File: src/rtl/eth_preamble_strip.sv
// eth_preamble_strip
// Removes a fixed PREAMBLE_BYTES-long pad from the head of every frame on a
// 64-bit AXI-Stream and realigns the remaining bytes down to byte lane 0.
// A one-word holding register carries the upper bytes of the previous beat.
// When the tail of a frame does not fit in the realigned last beat, a FLUSH
// state emits one extra beat.
//
// Optional build macro: ETH_PREAMBLE_STRIP_STATS_EN
//   When it is defined, the saturating counters o_frame_cnt and o_runt_cnt
//   are added. The datapath behaves the same in both builds.
module eth_preamble_strip #(
  parameter int unsigned PREAMBLE_BYTES = 6
) (
  input  logic        clk,
  input  logic        rst_n,
  input  logic [63:0] i_tdata,
  input  logic [7:0]  i_tkeep,
  input  logic        i_tlast,
  input  logic        i_tvalid,
  output logic        i_tready,
  output logic [63:0] o_tdata,
  output logic [7:0]  o_tkeep,
  output logic        o_tlast,
  output logic        o_tvalid,
  input  logic        o_tready,
  output logic        o_runt
`ifdef ETH_PREAMBLE_STRIP_STATS_EN
  ,
  output logic [31:0] o_frame_cnt,
  output logic [15:0] o_runt_cnt
`endif
);

  // Elaboration-time range check on the strip length.
  if (PREAMBLE_BYTES > 7) begin : g_bad_preamble
    $error("eth_preamble_strip: PREAMBLE_BYTES must be in 0..7");
  end

  localparam int unsigned P   = PREAMBLE_BYTES;
  localparam int unsigned H   = (P <= 8) ? (8 - P) : 0;
  localparam int unsigned PSH = 8 * P;
  localparam int unsigned HSH = 8 * H;
  localparam logic [3:0]  P4  = 4'(P);
  localparam logic [3:0]  H4  = 4'(H);

  typedef enum logic [1:0] {
    ST_FIRST = 2'd0,
    ST_MID   = 2'd1,
    ST_FLUSH = 2'd2
  } state_e;

  // When nothing is stripped, the block is a plain registered pipe that stays in MID.
  localparam state_e ST_RESET = (P == 0) ? ST_MID : ST_FIRST;

  // Returns a keep vector with the low n lanes set (n = 0..8).
  function automatic logic [7:0] keep_mask(input logic [3:0] n);
    logic [7:0] m;
    m = 8'h00;
    for (int b = 0; b < 8; b++) begin
      m[b] = (4'(b) < n);
    end
    return m;
  endfunction

  // Expands a byte keep vector into a 64-bit data mask.
  function automatic logic [63:0] lane_mask(input logic [7:0] keep);
    logic [63:0] m;
    m = 64'd0;
    for (int b = 0; b < 8; b++) begin
      m[8*b +: 8] = {8{keep[b]}};
    end
    return m;
  endfunction

  // Number of valid bytes in a beat. Malformed keep patterns, and every
  // non-last beat, count as a full beat.
  function automatic logic [3:0] beat_bytes(input logic [7:0] keep, input logic last);
    logic [3:0] n;
    n = 4'd8;
    if (last && (keep != 8'h00) && ((keep & (keep + 8'd1)) == 8'h00)) begin
      n = 4'd0;
      for (int b = 0; b < 8; b++) begin
        n = n + {3'd0, keep[b]};
      end
    end else begin
      n = 4'd8;
    end
    return n;
  endfunction

  state_e      state_q, state_d;
  logic [63:0] held_q, held_d;
  logic [3:0]  resid_q, resid_d;
  logic [63:0] tdata_q, tdata_d;
  logic [7:0]  tkeep_q, tkeep_d;
  logic        tlast_q, tlast_d;
  logic        tvalid_q, tvalid_d;
  logic        runt_q, runt_d;

  logic        slot_free_s;
  logic        accept_s;
  logic [3:0]  k_s;
  logic [63:0] data_first_s;
  logic [63:0] data_mid_s;
  logic        emit_s;
  logic [63:0] emit_data_s;
  logic [3:0]  emit_cnt_s;
  logic        emit_last_s;
  logic [7:0]  emit_keep_s;

  assign slot_free_s  = !tvalid_q || o_tready;
  assign i_tready     = slot_free_s && (state_q != ST_FLUSH);
  assign accept_s     = i_tvalid && i_tready;
  assign k_s          = beat_bytes(i_tkeep, i_tlast);
  // Bytes past the preamble, moved down to lane 0.
  assign data_first_s = i_tdata >> PSH;
  // Held bytes in the low lanes, followed by the head of the current beat.
  assign data_mid_s   = held_q | (i_tdata << HSH);

  // Next-state logic: FSM transitions, holding register update and output beat build.
  always_comb begin
    state_d     = state_q;
    held_d      = held_q;
    resid_d     = resid_q;
    tdata_d     = tdata_q;
    tkeep_d     = tkeep_q;
    tlast_d     = tlast_q;
    runt_d      = 1'b0;
    emit_s      = 1'b0;
    emit_data_s = 64'd0;
    emit_cnt_s  = 4'd0;
    emit_last_s = 1'b0;
    emit_keep_s = 8'h00;

    // Once the current beat has been taken, the output slot empties unless it is refilled below.
    if (slot_free_s) begin
      tvalid_d = 1'b0;
    end else begin
      tvalid_d = tvalid_q;
    end

    case (state_q)
      ST_FIRST: begin
        if (accept_s) begin
          if (i_tlast) begin
            if (k_s <= P4) begin
              runt_d = 1'b1;
            end else begin
              emit_s      = 1'b1;
              emit_data_s = data_first_s;
              emit_cnt_s  = k_s - P4;
              emit_last_s = 1'b1;
            end
          end else begin
            held_d  = data_first_s;
            state_d = ST_MID;
          end
        end else begin
          state_d = ST_FIRST;
        end
      end

      ST_MID: begin
        if (accept_s) begin
          held_d = data_first_s;
          emit_s = 1'b1;
          if (P == 0) begin
            emit_data_s = i_tdata;
            emit_cnt_s  = k_s;
            emit_last_s = i_tlast;
          end else begin
            emit_data_s = data_mid_s;
            if (i_tlast && (k_s <= P4)) begin
              emit_cnt_s  = H4 + k_s;
              emit_last_s = 1'b1;
              state_d     = ST_FIRST;
            end else if (i_tlast) begin
              // The tail spills past this beat; its bytes stay in held_d for FLUSH.
              emit_cnt_s  = 4'd8;
              emit_last_s = 1'b0;
              resid_d     = k_s - P4;
              state_d     = ST_FLUSH;
            end else begin
              emit_cnt_s  = 4'd8;
              emit_last_s = 1'b0;
            end
          end
        end else begin
          state_d = ST_MID;
        end
      end

      ST_FLUSH: begin
        if (slot_free_s) begin
          emit_s      = 1'b1;
          emit_data_s = held_q;
          emit_cnt_s  = resid_q;
          emit_last_s = 1'b1;
          state_d     = ST_FIRST;
        end else begin
          state_d = ST_FLUSH;
        end
      end

      default: begin
        state_d = ST_RESET;
      end
    endcase

    if (emit_s) begin
      emit_keep_s = keep_mask(emit_cnt_s);
      tvalid_d    = 1'b1;
      tkeep_d     = emit_keep_s;
      tdata_d     = emit_data_s & lane_mask(emit_keep_s);
      tlast_d     = emit_last_s;
    end else begin
      emit_keep_s = 8'h00;
    end
  end

  // State, holding register and registered output beat.
  always_ff @(posedge clk or negedge rst_n) begin
    if (!rst_n) begin
      state_q  <= ST_RESET;
      held_q   <= 64'd0;
      resid_q  <= 4'd0;
      tdata_q  <= 64'd0;
      tkeep_q  <= 8'h00;
      tlast_q  <= 1'b0;
      tvalid_q <= 1'b0;
      runt_q   <= 1'b0;
    end else begin
      state_q  <= state_d;
      held_q   <= held_d;
      resid_q  <= resid_d;
      tdata_q  <= tdata_d;
      tkeep_q  <= tkeep_d;
      tlast_q  <= tlast_d;
      tvalid_q <= tvalid_d;
      runt_q   <= runt_d;
    end
  end

  assign o_tdata  = tdata_q;
  assign o_tkeep  = tkeep_q;
  assign o_tlast  = tlast_q;
  assign o_tvalid = tvalid_q;
  assign o_runt   = runt_q;

`ifdef ETH_PREAMBLE_STRIP_STATS_EN
  logic [31:0] frame_cnt_q;
  logic [15:0] runt_cnt_q;

  // Saturating counters: delivered frames (last beat accepted) and dropped runts.
  always_ff @(posedge clk or negedge rst_n) begin
    if (!rst_n) begin
      frame_cnt_q <= 32'd0;
      runt_cnt_q  <= 16'd0;
    end else begin
      if (tvalid_q && o_tready && tlast_q && (frame_cnt_q != 32'hFFFF_FFFF)) begin
        frame_cnt_q <= frame_cnt_q + 32'd1;
      end else begin
        frame_cnt_q <= frame_cnt_q;
      end
      if (runt_q && (runt_cnt_q != 16'hFFFF)) begin
        runt_cnt_q <= runt_cnt_q + 16'd1;
      end else begin
        runt_cnt_q <= runt_cnt_q;
      end
    end
  end

  assign o_frame_cnt = frame_cnt_q;
  assign o_runt_cnt  = runt_cnt_q;
`endif

endmodule

File: config.mk
export PLATFORM = sky130hd
export DESIGN_NAME = eth_preamble_strip
export DESIGN_NICKNAME = d
export VERILOG_FILES = /design/src/rtl/eth_preamble_strip.sv
export SDC_FILE = /design/constraint.sdc
export NUM_CORES = 1
export LEC_CHECK = 0
export ABC_AREA = 1
export CORE_MARGIN = 5
export CORE_UTILIZATION = 45
export CTS_CLUSTER_DIAMETER = 80
export CTS_CLUSTER_SIZE = 30
export DETAILED_ROUTE_END_ITERATION = 10
export GPL_ROUTABILITY_DRIVEN = 0
export GPL_TIMING_DRIVEN = 0
export PLACE_DENSITY = 0.82
export SLEW_MARGIN = 20
export SYNTH_ARGS = -nofsm -noshare
export SYNTH_HDL_FRONTEND = slang
export SYNTH_SLANG_ARGS = --single-unit
File: constraint.sdc
create_clock -name clk -period 2.5 [get_ports clk]
set_clock_uncertainty 0.15 [all_clocks]
set_input_delay 0.5 -clock clk [delete_from_list [all_inputs] [get_ports clk]]
set_output_delay 0.5 -clock clk [all_outputs]
set_load 0.05 [all_outputs]
**Word-level counts from Yosys, hierarchy flattened**

Cells that the tools add are included.

- Flip-flop bits (word level): 145
- Latch bits: 0
- Memory bits (writable): 0
- Bits in read-only memories: 0
- Bits of input ports: 77
- Output and inout bits: 76
- Word-level logic and storage cells: 94
- Memories kept: 0

- Add/sub/neg operators: 10
- $mul: 0
- Div/mod/pow operators: 0
- $lt $le $gt $ge: 9
- Equal/unequal tests: 8
- Shifts and indexed selects: 0
- Multiplexer cells: 40
- Bitwise logic cells: 4
- Reduce and logical (&&, ||, !) cells: 15

Operator list:

| operator | number |
|---|---|
| $mux 64 | 5 |
| $pmux 64 s3 | 1 |
| $pmux 64 s2 | 1 |
| $and 64x64->64 | 1 |
| $or 64x64->64 | 1 |
| $mux 16 | 3 |
| $mux 4 | 7 |
| $add 4x1->4 | 4 |
| $lt 3x4->1 const A | 4 |
| $mux 1 | 13 |
| $mux 2 | 6 |
| $pmux 4 s3 | 1 |
| $add 8x1->8 const B | 1 |
| $and 8x8->8 | 1 |
| $logic_not 8->1 | 1 |
| $lt 1x4->1 const A | 2 |
| $lt 2x4->1 const A | 2 |
| $ne 2x2->1 const B | 4 |
| $reduce_and 4->1 | 2 |
| $reduce_bool 8->1 | 1 |
| $pmux 1 s3 | 2 |
| $pmux 2 s3 | 1 |
| $logic_and 1x1->1 | 5 |
| $add 2x4->4 const A | 1 |
| other kinds (15) | 16 |

**Depth between registers and ports, before layout**

- Word-level depth: 15
- Gate-level depth with buffers: 21
- Gate-level depth less buffers: 20

**Worst setup path after synthesis**

OpenSTA, ideal clock, no wires.

- Path type: input -> register
- From: in i_tkeep[0]
- To: reg tdata_q[39], in the netlist o_tdata[39]
- Setup time: 118 ps
- Arrival: 3,925 ps
- Data required time: 2,232 ps
- Setup slack: -1,693 ps
- Stages on the path: 20
- Buffers on the path: 1
- Path through: fa_1 inv_1 fa_1 fa_1 inv_1 ha_1 fa_1 xor2_1 inv_1 nor2_1 ha_1 inv_1 o22ai_1 a21oi_2 nand2_4 nor2_8 inv_4 buf_6 nand3_1 nand2_1

- Cells in the longest elaborated chain, start to end: 15
- Elaborated cells between the ends (all ways): 30
- Classes of those cells: 10 x add/sub; 2 x order compare; 11 x mux; 2 x bitwise; 5 x reduce/logical

Ends and longest elaborated chain:

| element | line | text |
|---|---|---|
| start: declaration | 17 | `input logic [7:0] i_tkeep,` |
| $add 1x1->2 | 83 | `n = n + {3'd0, keep[b]};` |
| $add 2x1->3 | 83 |  |
| $add 3x1->4 | 83 |  |
| $add 4x1->4 (4 in a row) | 83 |  |
| $mux 4 (*) | 80 | `if (last && (keep != 8'h00) && ((keep & (keep + 8'd1)) == 8'h00)) begin` |
| $sub 4x3->4 or $le 4x3->1 (tied branches) | 151, 146, 173 |  |
| $mux 4 or $logic_and 1x1->1 (tied branches) | 146, 173 |  |
| $mux 4, on equally long branches | 145, 173 |  |
| $mux 4, on equally long branches | 144, 164 |  |
| $pmux 4 s3 | 142 | `case (state_q)` |
| $lt 3x4->1 | 60 | `m[b] = (4'(b) < n);` |
| $and 64x64->64 | 214 | `tdata_d = emit_data_s & lane_mask(emit_keep_s);` |
| end signal: assignment | 236 | `tdata_q <= tdata_d;` |
| end: declaration | 94 | `logic [63:0] tdata_q, tdata_d;` |

Mark *: on every way between the ends. The rest lies on a longest branch, timed or not.
A chain may end at the register's enable or synchronous reset.

**Worst setup path in the final report**

- From: in i_tkeep[3]
- To: reg tdata_q[44], in the netlist o_tdata[44]

- Cells in the longest elaborated chain, start to end: 13
- Elaborated cells between the ends (all ways): 28
- Classes of those cells: 8 x add/sub; 2 x order compare; 11 x mux; 2 x bitwise; 5 x reduce/logical

Ends and longest elaborated chain:

| element | line |
|---|---|
| $add 3x1->4 | 83 |
| $add 4x1->4 (4 in a row) | 83 |
| $mux 4 (*) | 80 |
| $sub 4x3->4 or $le 4x3->1 (tied branches) | 151, 146, 173 |
| $mux 4 or $logic_and 1x1->1 (tied branches) | 146, 173 |
| $mux 4, on equally long branches | 145, 173 |
| $mux 4, on equally long branches | 144, 164 |
| $pmux 4 s3 | 142 |
| $lt 3x4->1 | 60 |
| $and 64x64->64 | 214 |

Marks and branches as above.

==> metrics.txt <==
outcome=complete, but fails checks; failing checks=setup timing; Hold Vio Cnt, Final=0; Clk Latency, worst-skew pair=360 ps; Slew @ Worst Pin=548.3 ps; min-delay src=o_tdata[59]; Final Cycle Share=1.626; die width=111.9 um; final hold slack=329.4 ps; die footprint=12,510 um2; H-tree Lvls=3; vias in the first global route=4,771; adder-cell share of the synthesized area=0.03591; site row count=37; # clock sinks=97; drc violations=0; largest net degree at the start of global routing=52; xor-xnor portion of the synthesized cell area=0.001876; area of the core=10,230 um2; grt total ovfl=0; post-route antenna net violation count=0; P_int=4.304 mW; r2r startpoint=o_tvalid; syn avg cell area=7.848 um2; nets@finish=877; largest family of logic cells by synthesized area=simple AND/OR/NAND/NOR gates; total number of vias=4,737; Crit. End Element=flip-flop; clk slew on worst S/H paths=90 ps; final wirelength=14.60 mm; Gate power share=0.595; fin util=0.7142; first-pass GRT wire length=23.69 mm; Root Driver=clkbuf_8; CP max-delay cell=fa_1; Wirelength per Cell=15.69 um; Area growth syn-to-layout=56.48%; cts bufs inserted=9; Max FO, Critical Path=7; reg2reg end=o_tdata[11]; Bufs and invs on worst path=7; layout cells sized above 1=0.1751; Final Max Tran Viols=0; crit-path leading delay family=adder cells; Peak Freq=246.1 MHz; max incr delay on CP=530 ps; Synth Area in Simple Gates=0.2942; total track usage=0.2332; Worst R2R Setup Slack=40 ps; Endpoint, Worst Hold=o_tdata[59]; worst vdd ir=609.0 uV; mux cell area share after synthesis=0; part of the power in registers=0.291; async set-reset flop share out of synthesis=1.000; post-synthesis cell type count=31; ant diodes=0; WHS Path Cells=2; Mapped Cells=595; Main synth FF type=dfrtp_1; Seq/Total Area, Yosys=0.5198; Mapped Area=4669 um2; Sw Ratio=0.4909; Mapped Nets=683; Required @ worst endpoint=2610 ps; synth top area cells=dfrtp_1, nand2_1, inv_1, nand3_1, o21ai_0; Synth Area in Compound Gates=0.06056; post-detail-place hpwl=10.16 mm; initial antenna violation count=0; Yosys top cell by area=dfrtp_1; Via density=5.094; worst reg2reg path depth=8; fillcell total=750; power density over the cells=1157 nW/um2; Initial Util=0.4564; Syn. warnings=0; PnR worst setup slack=-1564 ps; Die H=111.9 um; min cycle time layout=4064 ps; # Max-Cap Violations=0; Lkg Pwr=3.604 nW; startpoint types=input port; DRT iter0 DRCs=332; number of synthesized flops with an enable pin=0; crit path DAT=4170 ps; worst-path cell chain=buf_8 > fa_1 > inv_1 > fa_1 > fa_1 > inv_1 > ha_2 > fa_2 > xor2_2 > inv_1 > nor2_1 > ha_2 > inv_2 > o22ai_2 > a21oi_4 > nand2_8 > nor2_8 > clkinv_8 > buf_16 > nand3_4 > nand2_2; io pins=153; relative slew slack=0.6333; Yosys top cell area share=0.5198; Switching Power=4.150 mW; Power, Total=8.454 mW; critical setup path kind=input port to flip-flop; #FFs+latches synth=97; clock group share of total power=0.113; First-pass DRT Iterations=5; CTS tree=yes; unrepaired setup endpoints after global routing=true; Clock Path Buffers=2; HP Class=flip-flop to flip-flop; port bufs=152; Setup Viol. Count Final=80
-- sequential cells by signal, summed over array words and instances (netlist names) --
signal and flops:
o_tdata 64, held_q 16, o_tkeep 8, resid_q 4
state_q 2, o_runt 1, o_tlast 1, o_tvalid 1
-- timing repair --
| item | CTS | global route |
|---|---|---|
| buffers inserted | 11 | 12 |
| hold buffers | 1 | 0 |
| pin swaps | 24 | 31 |
| endpoints found under the setup margin | 81 | 97 |
| cloned | 5 | 1 |
| resized for setup | 70 | 33 |
| hold endpoints to repair | 46 | 0 |
-- Yosys cell counts (2+ instances only) --
cell type  count
nand2_2        4
buf_2          8
buf_1          2
nand4_1        2
o21ai_0       43
fa_1           4
a21oi_2        2
nor2_1        33
dfrtp_1       97
inv_1         76
inv_4          2
inv_2          3
nor2_2         2
nand3_1       50
buf_6          2
clkbuf_1       8
nand2_1      237
ha_1           7
-- tightest hold or removal path: stages, from the launching register on --
cell     delay [ps]
dfrtp_1         350
nand2_1          50
nand2_1          50
-- placed cells by master, fill, tap and decap left out, types with 2 or more instances in the layout --
cell,count
nand2_4,11
nand3_2,23
clkinvlp_4,2
nor2_1,32
nand3_4,2
ha_2,2
ha_1,5
inv_1,72
buf_12,3
a21oi_4,2
fa_1,3
nand2_2,14
clkdlybuf4s50_1,147
clkbuf_1,8
o21ai_0,42
clkbuf_2,2
buf_1,2
nand4_1,2
dfrtp_1,97
buf_8,4
nand2_8,3
buf_4,20
buf_2,5
clkbuf_8,11
buf_16,3
nand2_1,216
inv_2,7
nand3_1,25
nor2_4,3
buf_6,7
-- how the worst max path moves through the flow --
stage / startpoint / endpoint / cells after the start
floorplan: i_tkeep[0] / o_tdata[39] / 20
global placement: rst_n / o_tvalid / 1
detailed placement: i_tkeep[1] / o_tdata[11] / 20
CTS: i_tkeep[3] / o_tdata[47] / 21
global route: i_tkeep[3] / o_tdata[20] / 21
finish: i_tkeep[3] / o_tdata[44] / 21
-- layer usage --
layer / routed length [um] / track usage / up-vias
met3: 1099 / 0.05217 / 16
met4: 196 / 0.06894 / 0
met5: 0 / 0 / -
li1: - / - / 2222
met1: 5819 / 0.2878 / 2302
met2: 7480 / 0.4089 / 197
-- power groups by stage --
stage / Combinational (mW) / Sequential, mW / Clock (mW)
3_5_place_dp: 4.43 / 2.48 / 0
4_1_cts: 4.83 / 2.46 / 0.987
3_3_place_gp: 4.33 / 2.46 / 0
5_1_grt: 5.38 / 2.53 / 1.05
2_1_floorplan: 1.41 / 3.92 / 0
6_report: 5.03 / 2.46 / 0.958
-- per-stage QoR --
step,area [um2],cells,setup slack [ps],TNS [ps]
floorplan,4755,595,-1584,-117910
global placement,6446,883,-2691,-441910
detailed placement,6475,884,-2478,-189770
CTS,7064,917,-1555,-116680
global route,7307,930,-1727,-128900
finish,7307,930,-1564,-116850
-- kinds of logic (layout without fill, tap and decap cells) --
| kind of cell | Yosys count | in the layout |
|---|---|---|
| AND/OR/NAND/NOR | 333 | 336 |
| buffers and inverters | 101 | 297 |
| flip-flops | 97 | 97 |
| AO/OA/AOI/OAI | 52 | 52 |
| adder cells (fa/ha/maj) | 11 | 11 |
| XOR/XNOR | 1 | 1 |
-- final cells by class --
| cell class | instances | area (um2) | share of cell area |
|---|---|---|---|
| clock buffer | 13 | 158.9 | 0.02175 |
| buffer | 20 | 141.4 | 0.01935 |
| tap | 136 | 170.2 | 0.02329 |
| sequential | 97 | 2427 | 0.3322 |
| multi-input combinational | 400 | 2225 | 0.3045 |
| inverter | 81 | 324.1 | 0.04435 |
| clock inverter | 3 | 23.77 | 0.003253 |
| timing repair buffer | 180 | 1837 | 0.2514 |
No activity file was read; power rests on OpenSTA's default activity.
